### src/rtl/wall_follower_ctrl_if.sv
// Sensor/command bundle between the robot sensor front-end, the wall-following
// controller and the drive unit.
interface wall_follower_ctrl_if;
  logic       enable;
  logic       head;
  logic       left;
  logic       right;
  logic       side_sel;
  logic       front;
  logic       rotate;
  logic       rot_dir;
  logic       stuck;
  logic [2:0] state;

  modport master (
    output enable, head, left, right, side_sel,
    input  front, rotate, rot_dir, stuck, state
  );

  modport slave (
    input  enable, head, left, right, side_sel,
    output front, rotate, rot_dir, stuck, state
  );
endinterface

### src/rtl/wall_follower_ctrl.sv
// Wall-following controller: debounced sensors, left/right wall selection,
// timed corner handling and rotation timeout detection. Outputs decode registers only.
module wall_follower_ctrl #(
  parameter int DEB_CYCLES   = 2,
  parameter int ROT_MAX      = 8,
  parameter int CORNER_STEPS = 2
) (
  input logic                  clk,
  input logic                  reset,
  wall_follower_ctrl_if.slave  bus
);

  localparam int DEB_W = $clog2(DEB_CYCLES + 1);
  localparam int CNT_W = $clog2(CORNER_STEPS + ROT_MAX);

  localparam logic [DEB_W-1:0] DEB_LAST    = DEB_W'(DEB_CYCLES - 1);
  localparam logic [CNT_W-1:0] ROT_LAST    = CNT_W'(ROT_MAX - 1);
  localparam logic [CNT_W-1:0] CORNER_FWD  = CNT_W'(CORNER_STEPS);
  localparam logic [CNT_W-1:0] CORNER_LAST = CNT_W'(CORNER_STEPS + ROT_MAX - 1);

  typedef enum logic [2:0] {
    SEARCH = 3'b000,
    FOLLOW = 3'b001,
    ROTATE = 3'b010,
    CORNER = 3'b011,
    HALT   = 3'b100
  } state_t;

  state_t                  state_q, next_state;
  logic [CNT_W-1:0]        cnt_q, next_cnt;
  logic                    active_q;
  logic [2:0]              raw, filt;
  logic [2:0][DEB_W-1:0]   deb_cnt;
  logic                    h, w;

  assign raw = {bus.right, bus.left, bus.head};
  assign h   = filt[0];
  assign w   = bus.side_sel ? filt[2] : filt[1];

  // Debounce filters run whether or not the controller is enabled.
  // NOTE: sequential state uses non-blocking assignments so every flop samples pre-edge values.
  always_ff @(posedge clk) begin
    if (reset) begin
      filt    <= '0;
      deb_cnt <= '0;
    end else begin
      for (int i = 0; i < 3; i++) begin
        if (raw[i] == filt[i]) begin
          deb_cnt[i] <= '0;
        end else if (deb_cnt[i] == DEB_LAST) begin
          filt[i]    <= raw[i];
          deb_cnt[i] <= '0;
        end else begin
          deb_cnt[i] <= deb_cnt[i] + DEB_W'(1);
        end
      end
    end
  end

  always_ff @(posedge clk) begin
    if (reset) begin
      state_q  <= SEARCH;
      cnt_q    <= '0;
      active_q <= 1'b0;
    end else begin
      state_q  <= next_state;
      cnt_q    <= next_cnt;
      active_q <= bus.enable;
    end
  end

  // NOTE: every comb output gets a default first, so no path can infer a latch.
  always_comb begin
    logic cnt_inc;
    next_state = state_q;
    cnt_inc    = 1'b0;
    case (state_q)
      SEARCH: begin
        if (h)      next_state = ROTATE;
        else if (w) next_state = FOLLOW;
      end
      FOLLOW: begin
        if (h)       next_state = ROTATE;
        else if (!w) next_state = CORNER;
      end
      ROTATE: begin
        if (!h && w)                next_state = FOLLOW;
        else if (cnt_q == ROT_LAST) next_state = HALT;
        else                        cnt_inc    = 1'b1;
      end
      CORNER: begin
        if (h)                         next_state = ROTATE;
        else if (w)                    next_state = FOLLOW;
        else if (cnt_q == CORNER_LAST) next_state = SEARCH;
        else                           cnt_inc    = 1'b1;
      end
      HALT:    next_state = HALT;
      default: next_state = SEARCH;
    endcase

    if (!bus.enable) next_state = SEARCH;

    if (next_state != state_q) next_cnt = '0;
    else if (cnt_inc)          next_cnt = cnt_q + CNT_W'(1);
    else                       next_cnt = cnt_q;
  end

  // Motion is gated by the registered enable so idle/reset cycles drive nothing.
  always_comb begin
    bus.front   = 1'b0;
    bus.rotate  = 1'b0;
    bus.rot_dir = 1'b0;
    bus.stuck   = (state_q == HALT);
    bus.state   = state_q;
    if (active_q) begin
      case (state_q)
        SEARCH, FOLLOW: bus.front = 1'b1;
        ROTATE:         bus.rotate = 1'b1;
        CORNER: begin
          if (cnt_q < CORNER_FWD) begin
            bus.front = 1'b1;
          end else begin
            bus.rotate  = 1'b1;
            bus.rot_dir = 1'b1;
          end
        end
        default: ;
      endcase
    end
  end

endmodule

### src/flat_wrapper.sv
// flat-port wrapper written by rule: the top's interface ports become plain ports
module wall_follower_ctrl_flat 
#(
  parameter int DEB_CYCLES   = 2,
  parameter int ROT_MAX      = 8,
  parameter int CORNER_STEPS = 2
)
  (clk, reset, bus_enable, bus_head, bus_left, bus_right, bus_side_sel, bus_front, bus_rotate, bus_rot_dir, bus_stuck, bus_state);
  wall_follower_ctrl_if bus_i ();
  input logic clk;
  input logic reset;
  input wire logic [$bits(bus_i.enable)-1:0] bus_enable;
  input wire logic [$bits(bus_i.head)-1:0] bus_head;
  input wire logic [$bits(bus_i.left)-1:0] bus_left;
  input wire logic [$bits(bus_i.right)-1:0] bus_right;
  input wire logic [$bits(bus_i.side_sel)-1:0] bus_side_sel;
  output wire logic [$bits(bus_i.front)-1:0] bus_front;
  output wire logic [$bits(bus_i.rotate)-1:0] bus_rotate;
  output wire logic [$bits(bus_i.rot_dir)-1:0] bus_rot_dir;
  output wire logic [$bits(bus_i.stuck)-1:0] bus_stuck;
  output wire logic [$bits(bus_i.state)-1:0] bus_state;
  assign bus_i.enable = bus_enable;
  assign bus_i.head = bus_head;
  assign bus_i.left = bus_left;
  assign bus_i.right = bus_right;
  assign bus_i.side_sel = bus_side_sel;
  assign bus_front = bus_i.front;
  assign bus_rotate = bus_i.rotate;
  assign bus_rot_dir = bus_i.rot_dir;
  assign bus_stuck = bus_i.stuck;
  assign bus_state = bus_i.state;
  wall_follower_ctrl #(.DEB_CYCLES(DEB_CYCLES), .ROT_MAX(ROT_MAX), .CORNER_STEPS(CORNER_STEPS)) u_core (.clk(clk), .reset(reset), .bus(bus_i));
endmodule
### config.mk
export PLATFORM = sky130hd
export DESIGN_NAME = wall_follower_ctrl_flat
export DESIGN_NICKNAME = d
export VERILOG_FILES = /design/src/rtl/wall_follower_ctrl_if.sv /design/src/rtl/wall_follower_ctrl.sv /design/src/flat_wrapper.sv
export SDC_FILE = /design/constraint.sdc
export NUM_CORES = 1
export LEC_CHECK = 0
export CORE_UTILIZATION = 51
export DETAILED_ROUTE_END_ITERATION = 12
export GPL_TIMING_DRIVEN = 0
export HOLD_SLACK_MARGIN = 0.03
export PLACE_DENSITY_LB_ADDON = 0.3
export SLEW_MARGIN = 10
export SYNTH_ARGS = -nofsm -noshare
export SYNTH_HDL_FRONTEND = slang
export SYNTH_SLANG_ARGS = --single-unit
### constraint.sdc
create_clock -name clk -period 2.55 [get_ports clk]
set_input_delay 0.51 -clock clk [delete_from_list [all_inputs] [get_ports clk]]
set_output_delay 0.51 -clock clk [all_outputs]
set_load 0.02 [all_outputs]
==> run metrics <==
post-DR wirelength/cell 12.9 um; most frequent cells in the layout dfxtp_1, nor2_1, clkdlybuf4s50_1, inv_1, nand2_1; Sw Ratio 27.2%; pwr dens around 470 nW/um^2; leading cell type in the layout, fill and taps excluded dfxtp_1; Power Internal 0.376 mW; DR vias 824; number of global-route vias before repair just under 800; post-synthesis async set-or-reset flop share 0%; CTS tree done; main combinational cell family by area after synthesis simple AND/OR/NAND/NOR gates; DRC violations left 0; FF/Latch Area 340 sq um; Final Cycle Share 91.6%; Gate power share between 10% and 20%; ANT cells 0; Flop pwr share 55.6%; Critical Path Fanout Max 10; Mean Syn Cell Area 8.77 sq um; Post-Synth Simple-Gate Area about a quarter; Worst-Skew Late Latency 0.30 ns; die area 1980 sq um; CTS Buf Count 3; CP required 2.04 ns; drt initial violations 10; Die Y 44.5 um; CTS root buffer clkbuf_4; Die W roughly 44 um; # nets final around 140; gr ovfl total 0; Final Util 69.5%; Synth Cell Area between 900 and 1000 sq um; RSZ-0062 raised after global routing no; post-CTS sizing 0; Synth Net Count 117; ys flop type dfxtp_1; Port Buffers 13; Ports 14; Final Wtd Congestion 0.789; flops & latches, synth 17; Post-Synth XOR/XNOR Area 2.85%; Post-CTS Hold Fix Bufs 0; area occupied by multi-input gates 528 sq um; Clock Skew 0.00653 ns; Critical Path AT 1.82 ns; Post-Synthesis Cells 105; total track usage 21.9%; WL final 1890 um; Max-Cap Viols 0; share of cells above drive strength 1 7.38%; first-pass GRT wire length around 3100 um; clock power share 28.6%; Worst setup SP type flip-flop; setup_tns 0 ns; final worst slack 0.215 ns; Max Root-Sink Buffers 2; Pleak 0.394 nW; Setup Viol. Count Final 0; HP Class flip-flop to flip-flop; IR Drop Worst-Case VDD between 300 and 400 uV; number of synthesis warnings 0; Worst-Margin Slew 0.514 ns; fin cells 146; dpl ws 0.205 ns; critical path type flip-flop to output pin; area added between synthesis and finish 20.4%; Net Sw Power 0.140 mW; min cycle time layout 2.33 ns; setup bufs post-CTS 0; register area share after synthesis a little under two fifths; cell row count 14; FMAX 0.428 GHz; Final Max Slew Viols 0; Cell variety after synth 34; core footprint 1590 sq um; complex-gate fraction of the synthesized area 17.3%; largest net degree at the start of global routing 11; DRT Pass-1 Iters 4; initial antenna violation count 0; CTS HTree Levels 1; Final Hold Vio Count 0; number of vias per cell 5.64; DRT antenna net count 0; relative slew slack 65.6%; Setup crit end kind output pin; # clock sinks 17; fillcell total roughly 130; placed insts 142; starting density of the core a little under 60%; status completed; Adder-Cell Fraction of Synth Area under 10%; mux contribution to synthesized area 5.57%; register clock-pin slew on the reported worst setup and hold paths approximately 0.1 ns; Post-synth EDFFs 0; dpl hpwl 1440 um
[through the flow]
step	cell area, sq um	power, mW	hold WS (ns)
2_1_floorplan	921	0.344	0.397
3_3_place_gp	1080	0.369	0.405
3_5_place_dp	1080	0.375	0.412
4_1_cts	1110	0.520	0.426
5_1_grt	1110	0.543	0.444
6_report	1110	0.516	0.420
[critical path, stage by stage (launching register included)]
cell and delay (ns):
dfxtp_1 0.39, clkbuf_1 0.35, nand2_1 0.09, nor2_1 0.10, clkdlybuf4s50_1 0.60
[path summary, 6_finish.rpt]
check	slack (ns)	start	cells past startpoint	endpoint
max	0.22	u_core.bus.state[1]$_SDFF_PP0_	4	bus_rotate
min	0.42	u_core.deb_cnt[0]$_SDFF_PP0_	1	u_core.deb_cnt[0]$_SDFF_PP0_
max reg2reg	0.49	u_core.cnt_q[1]$_SDFFE_PP0P_	6	u_core.cnt_q[3]$_SDFFE_PP0P_
min reg2reg	0.42	u_core.deb_cnt[0]$_SDFF_PP0_	1	u_core.deb_cnt[0]$_SDFF_PP0_
[metal layers]
metal	part of all wire (%)	routed length (um)	track usage (%)
met1	45	852	23.3
met2	49	929	39.7
met3	3.1	59	4.90
met4	2.4	45	12.1
met5	0	0	0
[state kept, by name, summed over array words and instances (netlist names)]
name / flops
u_core.active_q: 1
u_core.bus.state: 3
u_core.cnt_q: 4
u_core.deb_cnt: 6
u_core.filt: 3
[synth_stat cells (all sizes together), types with 3 or more instances]
master  instances  share of area, %
a211oi          4               3.3
inv            10               4.1
or3             6               4.3
a21oi           4               2.2
nand2           6               2.4
dfxtp          17                37
nor3            4               2.2
xnor2           3               2.9
mux2i           4               4.3
ha              5               6.8
nor2           14               5.7
[area by class of cell]
cell class | count | area share, %
Sequential cell | 17 | 30.7
Inverter | 10 | 3.39
Tap cell | 24 | 2.71
Clock inverter | 1 | 0.451
Multi-Input combinational cell | 76 | 47.6
Clock buffer | 3 | 2.03
Buffer | 2 | 1.35
Timing Repair Buffer | 13 | 11.7
[logic make-up after synthesis]
group	Yosys count
adder cells (fa/ha/maj)	5
flip-flops	17
buffers and inverters	12
multiplexers	5
AO/OA/AOI/OAI	20
AND/OR/NAND/NOR	43
XOR/XNOR	3
[power by group through the flow]
stage          Clock [mW]  Combinational [mW]  Sequential [mW]
2_1_floorplan           0              0.0512            0.293
3_3_place_gp            0              0.0765            0.293
3_5_place_dp            0              0.0814            0.294
4_1_cts             0.150              0.0820            0.288
5_1_grt             0.163              0.0908            0.289
6_report            0.148              0.0815            0.287
No activity file was read; power rests on OpenSTA's default activity.
